### src/rtl/add_approx_pipe.sv
// Two-stage approximate adder (exact / lower-OR / ones-fill / truncate) with
// valid-ready handshakes and running error statistics on delivered beats.
module add_approx_pipe #(
  parameter int W  = 8,
  parameter int KW = $clog2(W + 1)
) (
  input  logic          clk,
  input  logic          rst_n,
  input  logic          in_valid,
  output logic          in_ready,
  input  logic [W-1:0]  a,
  input  logic [W-1:0]  b,
  input  logic [1:0]    mode,
  input  logic [KW-1:0] k,
  input  logic          clr_stats,
  output logic          out_valid,
  input  logic          out_ready,
  output logic [W:0]    o,
  output logic [W+1:0]  err,
  output logic [W:0]    max_err,
  output logic [15:0]   err_cnt
);

  logic          s1_valid_q, s1_valid_d;
  logic [W:0]    s1_exact_q, s1_exact_d;
  logic [W:0]    s1_approx_q, s1_approx_d;
  logic          out_valid_q, out_valid_d;
  logic [W:0]    o_q, o_d;
  logic [W+1:0]  err_q, err_d;
  logic [W:0]    max_err_q, max_err_d;
  logic [15:0]   err_cnt_q, err_cnt_d;

  logic [31:0]   k_ext, ke;
  logic [W-1:0]  lo_mask, top_mask, hi_a, hi_b;
  logic          cin;
  logic [W:0]    exact_sum, upper_sum, carry_w, approx_sum;
  logic [W:0]    abs_err;
  logic          s2_en, s1_en, out_xfer;

  // Approximation datapath, evaluated on the incoming operands.
  always_comb begin
    k_ext     = 32'(k);
    ke        = (k_ext > 32'(W)) ? 32'(W) : k_ext;
    lo_mask   = ~({W{1'b1}} << ke);
    top_mask  = lo_mask & ~(lo_mask >> 1);
    hi_a      = a & ~lo_mask;
    hi_b      = b & ~lo_mask;
    cin       = |(a & b & top_mask);
    exact_sum = {1'b0, a} + {1'b0, b};
    upper_sum = {1'b0, hi_a} + {1'b0, hi_b};
    // Carry into bit Ke has weight lo_mask + 1.
    carry_w   = cin ? ({1'b0, lo_mask} + 1'b1) : '0;
    case (mode)
      2'd1:    approx_sum = (upper_sum + carry_w) | {1'b0, (a | b) & lo_mask};
      2'd2:    approx_sum = upper_sum | {1'b0, lo_mask};
      2'd3:    approx_sum = upper_sum;
      default: approx_sum = exact_sum;
    endcase
  end

  assign s2_en    = !out_valid_q || out_ready;
  assign s1_en    = !s1_valid_q || s2_en;
  assign in_ready = s1_en;
  assign out_xfer = out_valid_q && out_ready;

  always_comb begin
    s1_valid_d  = s1_valid_q;
    s1_exact_d  = s1_exact_q;
    s1_approx_d = s1_approx_q;
    out_valid_d = out_valid_q;
    o_d         = o_q;
    err_d       = err_q;
    max_err_d   = max_err_q;
    err_cnt_d   = err_cnt_q;
    abs_err     = (W + 1)'(err_q[W+1] ? -err_q : err_q);

    if (s1_en) begin
      s1_valid_d = in_valid;
      if (in_valid) begin
        s1_exact_d  = exact_sum;
        s1_approx_d = approx_sum;
      end
    end

    if (s2_en) begin
      out_valid_d = s1_valid_q;
      if (s1_valid_q) begin
        o_d   = s1_approx_q;
        err_d = {1'b0, s1_exact_q} - {1'b0, s1_approx_q};
      end
    end

    // A clear takes priority over accounting the beat transferring this edge.
    if (clr_stats) begin
      max_err_d = '0;
      err_cnt_d = '0;
    end else if (out_xfer) begin
      if (abs_err > max_err_q) max_err_d = abs_err;
      if (err_q != '0 && err_cnt_q != 16'hFFFF) err_cnt_d = err_cnt_q + 16'd1;
    end
  end

  always_ff @(posedge clk or negedge rst_n) begin
    if (!rst_n) begin
      s1_valid_q  <= 1'b0;
      s1_exact_q  <= '0;
      s1_approx_q <= '0;
      out_valid_q <= 1'b0;
      o_q         <= '0;
      err_q       <= '0;
      max_err_q   <= '0;
      err_cnt_q   <= '0;
    end else begin
      s1_valid_q  <= s1_valid_d;
      s1_exact_q  <= s1_exact_d;
      s1_approx_q <= s1_approx_d;
      out_valid_q <= out_valid_d;
      o_q         <= o_d;
      err_q       <= err_d;
      max_err_q   <= max_err_d;
      err_cnt_q   <= err_cnt_d;
    end
  end

  assign out_valid = out_valid_q;
  assign o         = o_q;
  assign err       = err_q;
  assign max_err   = max_err_q;
  assign err_cnt   = err_cnt_q;

endmodule

### config.mk
export PLATFORM = sky130hd
export DESIGN_NAME = add_approx_pipe
export DESIGN_NICKNAME = d
export VERILOG_FILES = /design/src/rtl/add_approx_pipe.sv
export SDC_FILE = /design/constraint.sdc
export NUM_CORES = 1
export LEC_CHECK = 0
export CAP_MARGIN = 40
export CORE_ASPECT_RATIO = 0.75
export CORE_MARGIN = 5
export CORE_UTILIZATION = 30
export CTS_CLUSTER_DIAMETER = 80
export DETAILED_ROUTE_END_ITERATION = 7
export PLACE_DENSITY = 0.58
export SETUP_SLACK_MARGIN = 0.15
export SYNTH_ARGS = -nofsm -noshare
export SYNTH_HDL_FRONTEND = slang
export SYNTH_SLANG_ARGS = --single-unit
### constraint.sdc
create_clock -name clk -period 3.5 [get_ports clk]
set_clock_uncertainty 0.2 [all_clocks]
set_input_delay 0.7 -clock clk [delete_from_list [all_inputs] [get_ports clk]]
set_output_delay 0.7 -clock clk [all_outputs]
set_load 0.03 [all_outputs]
After elaboration in Yosys (flattened, before gate mapping) --
Cells that the tools add are included.
Operators by class: $add $sub $neg 7, $mul 0, divide/modulo/power cells 0, $lt $le $gt $ge 2, eq/ne operators 4, shift operators 1, muxes and demuxes 10, bitwise gates (word level) 12, reduce and logical (&&, ||, !) cells 15
Operators by type and width (count):
- $and 8x8->8 | 6
- $mux 16 | 3
- $mux 9 | 5
- $pmux 9 s3 | 1
- $add 8x8->9 | 2
- $or 9x8->9 | 2
- $add 16x1->16 const B | 1
- $ne 16x16->1 const B | 1
- $not 8->8 | 2
- $reduce_bool 10->1 | 1
- $sub 9x9->10 | 1
- $add 8x1->9 const B | 1
- $add 9x9->9 | 1
- $gt 9x9->1 | 1
- $neg 9->9 | 1
- $not 7->8 | 1
- $or 8x8->8 | 1
- $reduce_and 2->1 | 4
- $reduce_or 8->1 | 1
- $shl 8x4->8 const A | 1
- $reduce_bool 2->1 | 3
- $eq 2x2->1 const B | 2
- $gt 4x4->1 const B | 1
- $mux 4 | 1
- 4 further kinds | 7
Storage, ports and cells: flip-flop bits (word level) 64, bits in latches 0, memory bits (writable) 0, memory bits (read-only) 0, input port bits 27, output and inout bits 46, word-level logic and storage cells 59, memories 0

Logic depth before layout (Yosys ltp) --
word-level depth 12, depth in mapped cells 21, mapped depth without buffers 21

Worst setup path after synthesis --
Ideal clock, no wire load.
path kind input-to-reg, from in k[1], to reg s1_approx_q[7], setup time 90 ps, arrival 3886 ps, data required time 3210 ps, setup slack -676 ps, stages 19, path buffers 1, path through clkbuf_1 > nor2_1 > inv_2 > nor2_1 > inv_1 > nor2_1 > ha_1 > fa_1 > a21o_1 > a41oi_1 > o21ai_1 > xor2_1 > ha_1 > or3_1 > o21ai_1 > xnor2_1 > nor2_1 > or3_1 > o221ai_1
Between the ends: word-level cells in the longest chain between the ends 12, elaborated cells between the ends (all ways) 19, those cells by class add/sub (3); order compare (1); shift (1); mux (3); bitwise (10); reduce/logical (1)
Ends and longest elaborated chain:
- from (decl) | RTL line 14 | input logic [KW-1:0] k,
- $gt 4x4->1 | RTL line 43 | ke = (k_ext > 32'(W)) ? 32'(W) : k_ext;
- $mux 4 * | RTL line 43
- $shl 8x4->8 * | RTL line 44 | lo_mask = ~({W{1'b1}} << ke);
- $not 8->8 * | RTL line 44
- branches (longest 7 deep; another with $add 8x8->9)
- $pmux 9 s3 * | RTL line 53 | case (mode)
- to (signal assigned) | RTL line 116 | s1_approx_q <= s1_approx_d;
- to (decl) | RTL line 26 | logic [W:0] s1_approx_q, s1_approx_d;
Every way passes the cells marked *. A chain may end at the register's enable or synchronous reset.

Worst setup path in the final report --
from in k[3], to reg s1_approx_q[5]
Same word-level chain as after synthesis.

==> summary.md <==
| Metric | Value |
|---|---|
| Max stage delay cell, worst path | `a222oi_1` |
| Yosys top cell area share | `0.319` |
| Crit-path max cell delay | `410 ps` |
| Synth cell types | `56` |
| CP required | `3500 ps` |
| First-pass GRT wire length | `24400 um` |
| Synthesized area | `5030 um^2` |
| Hold_buf cts | `0` |
| Die H | `122 um` |
| Crit path arrival time | `3770 ps` |
| Die area | `19500 um^2` |
| Hold Fails Final Rpt | `0` |
| Standard-cell rows | `41` |
| Setup ws final | `-270 ps` |
| Slew Limit Fails | `0` |
| Die span in x | `159 um` |
| Clock sinks | `64` |
| Ys async rst share | `1.00` |
| CTS root buf | `clkbuf_16` |
| Ant. Diodes | `0` |
| Number of top-level pins | `73` |
| Deepest clock path buffer count | `2` |
| Vias in the first global route | `4874` |
| Initial Util | `0.302` |
| GP Congestion | `0.860` |
| Iter 0 DRT Violations | `272` |
| Routed vias/inst | `4.83` |
| GRT Total Usage | `0.151` |
| Wire length per cell | `14.5 um` |
| CP Launch Point | `k[3]` |
| RSZ-0062 raised after global routing | `yes` |
| FF-to-FF Start | `err[0]$_DFFE_PN0P_` |
| Pwr Total | `0.00415 W` |
| Final Instance Area | `7590 um^2` |
| Failing checks | `negative setup slack` |
| Min Tclk post-route | `3770 ps` |
| Post-route ant nets | `0` |
| Pleak | `3.55 nW` |
| Final Cycle Share | `1.08` |
| Synth warnings | `0` |
| Detail Placement HPWL | `11200 um` |
| Sequential fraction of the synthesis area | `0.319` |
| Syn nets | `686` |
| TritonCTS clock tree | `done` |
| DP Area | `6620 um^2` |
| Layout cells sized above 1 | `0.270` |
| Class of the worst hold path | `in2async` |
| IO buf count | `72` |
| Commonest cells after routing, fill and taps aside | `buf_4 (121), dfrtp_1 (64), nor2_1 (58), clkdlybuf4s50_1 (55), nand2_1 (53)` |
| Final WL | `14700 um` |
| Mean Syn Cell Area | `8.39 um^2` |
| Synth area leaders | `dfrtp_1 (32%), ha_1 (14%), nor2_1 (5.3%), xor2_1 (4.2%), o21ai_0 (4.1%)` |
| CP Class | `in2reg` |
| Antenna violations before repair | `0` |
| Detailed-route via count | `4902` |
| Setup crit start kind | `primary input` |
| Worst Tran Pin Value | `627 ps` |
| Number of enable flip-flop cells after synthesis | `0` |
| DRC | `0` |
| Clock Latency Late Sink | `330 ps` |
| Pwr per Cell Area | `546 nW/um^2` |
| Cell count after synthesis | `599` |
| WP buf/inv | `8` |
| H-tree level count | `3` |
| Largest net degree at the start of global routing | `30` |
| Nets@finish | `882` |
| Critical Path Sink Type | `flop` |
| Core area | `16600 um^2` |
| Fmax | `265 MHz` |
| Critical Path Fanout Max | `6` |
| Commonest non-fill, non-tap cell in the layout | `buf_4` |
| Prevailing post-synth register cell | `dfrtp_1` |
| FF/Latch Area | `1600 um^2` |
| Area of the multi-input gates | `3440 um^2` |
| Worst VDD drop | `275 uV` |
| Top delay family on crit path | `compound AO/OA/AOI/OAI gates` |
| CTS clk-pin slew, worst paths | `50 ps` |
| Status | `finished with violations` |
| Max-cap violations | `0` |
| Grt total ovfl | `0` |
| Fillers | `1625` |
| Setup violations, final | `7` |
| Post-synth top area cell | `dfrtp_1` |
| Area grow syn2layout | `51.1%` |
| CP cell instances | `buf_6 -> nor2_4 -> inv_4 -> nor2_4 -> inv_2 -> nor2_4 -> inv_2 -> buf_6 -> ha_4 -> a222oi_1 -> o21a_2 -> or2_1 -> inv_2 -> ha_4 -> a21oi_4 -> o211ai_1 -> buf_4 -> buf_6 -> nor2_4 -> xnor2_1 -> o221ai_1 -> o211ai_1` |
| Total CTS buffers | `9` |
| Iteration count of the initial detailed-routing pass | `5` |
| CP most frequent cell | `nor2_4` |
| Yosys reg bits | `64` |
| Headroom to the max-slew limit | `0.582` |
-- through the flow --
step,setup slack (ps),setup TNS (ps),util,hold slack [ps],std cells
2_1_floorplan,-299,-1060,-,204,599
3_3_place_gp,-949,-6050,0.398,264,949
3_5_place_dp,-1020,-6620,0.398,270,949
4_1_cts,-177,-563,0.450,213,1009
5_1_grt,-426,-2690,0.457,259,1014
6_report,-270,-1420,0.457,188,1014
-- layer usage --
metal | global-route usage | wire [um] | up-vias
li1 | - | - | 2462
met1 | 0.209 | 7150 | 2304
met2 | 0.239 | 6580 | 104
met3 | 0.0203 | 583 | 32
met4 | 0.0661 | 424 | 0
met5 | 0 | 0 | -
-- state kept, by name, summed over array words and instances (netlist names) --
name,count
s1_approx_q,9
err,10
err_cnt,16
s1_exact_q,9
max_err,9
out_valid,1
o,9
s1_valid_q,1
-- power breakdown --
part	switching, W	internal, W
Clock	0.000313	0.000697
Combinational	0.00110	0.000945
Sequential	0.000184	0.000904
Total	0.00160	0.00255
-- worst register-to-register path, stage by stage, from the launching register on --
cell,delay [ps]
dfrtp_1,440
inv_1,120
ha_1,190
nand2b_1,90
o41ai_2,240
xnor2_1,190
ha_1,300
a211oi_1,300
inv_1,70
o221ai_1,160
a31oi_1,70
o31a_2,430
mux2i_1,190
nor2_1,50
-- synthesized netlist by cell type, types with 7 or more instances --
cell type  count
xor2_1        24
o21a_1         9
nand2b_1      10
nand3_1       12
dfrtp_1       64
nor3_1         9
nand4_1       10
mux2i_1       14
xnor2_1       21
a21oi_1       22
o21ai_1       13
inv_1         54
nor2_1        71
clkbuf_1      16
ha_1          56
o211ai_1       7
a31oi_1        7
o21ai_0       41
nand2_1       53
-- path summary, 6_finish.rpt --
check                                                  end  depth (start not counted)  slack [ps]
worst max-delay path            s1_approx_q[5]$_DFFE_PN0P_                         22        -270
worst max register to register      max_err[2]$_DFFE_PN0P_                         13         330
worst min-delay path                    err[3]$_DFFE_PN0P_                          1         190
max in group asynchronous           err_cnt[6]$_DFFE_PN0P_                          2        2190
min in group clk                 s1_exact_q[5]$_DFFE_PN0P_                          2         270
worst min register to register   s1_exact_q[5]$_DFFE_PN0P_                          2         270
-- cell type report --
class / instances / area share
Clock buffer: 13 / 0.0369
Sequential cell: 64 / 0.211
Inverter: 56 / 0.0280
Multi-Input combinational cell: 460 / 0.453
Tap cell: 215 / 0.0354
Clock inverter: 2 / 0.00791
Timing Repair Buffer: 204 / 0.228
-- kinds of logic after synthesis --
logic type	count (synthesis)	synth area share
AND/OR/NAND/NOR	203	0.191
AO/OA/AOI/OAI	137	0.170
buffers and inverters	75	0.0562
flip-flops	64	0.319
adder cells (fa/ha/maj)	60	0.155
XOR/XNOR	45	0.0784
multiplexers	15	0.0301
-- what timing repair did --
item                       in CTS  in global routing
resized for setup              83                 17
pin swaps                      55                 16
setup buffers                  45                  5
setup endpoints to repair       9                 17
No activity file was read; power rests on OpenSTA's default activity.
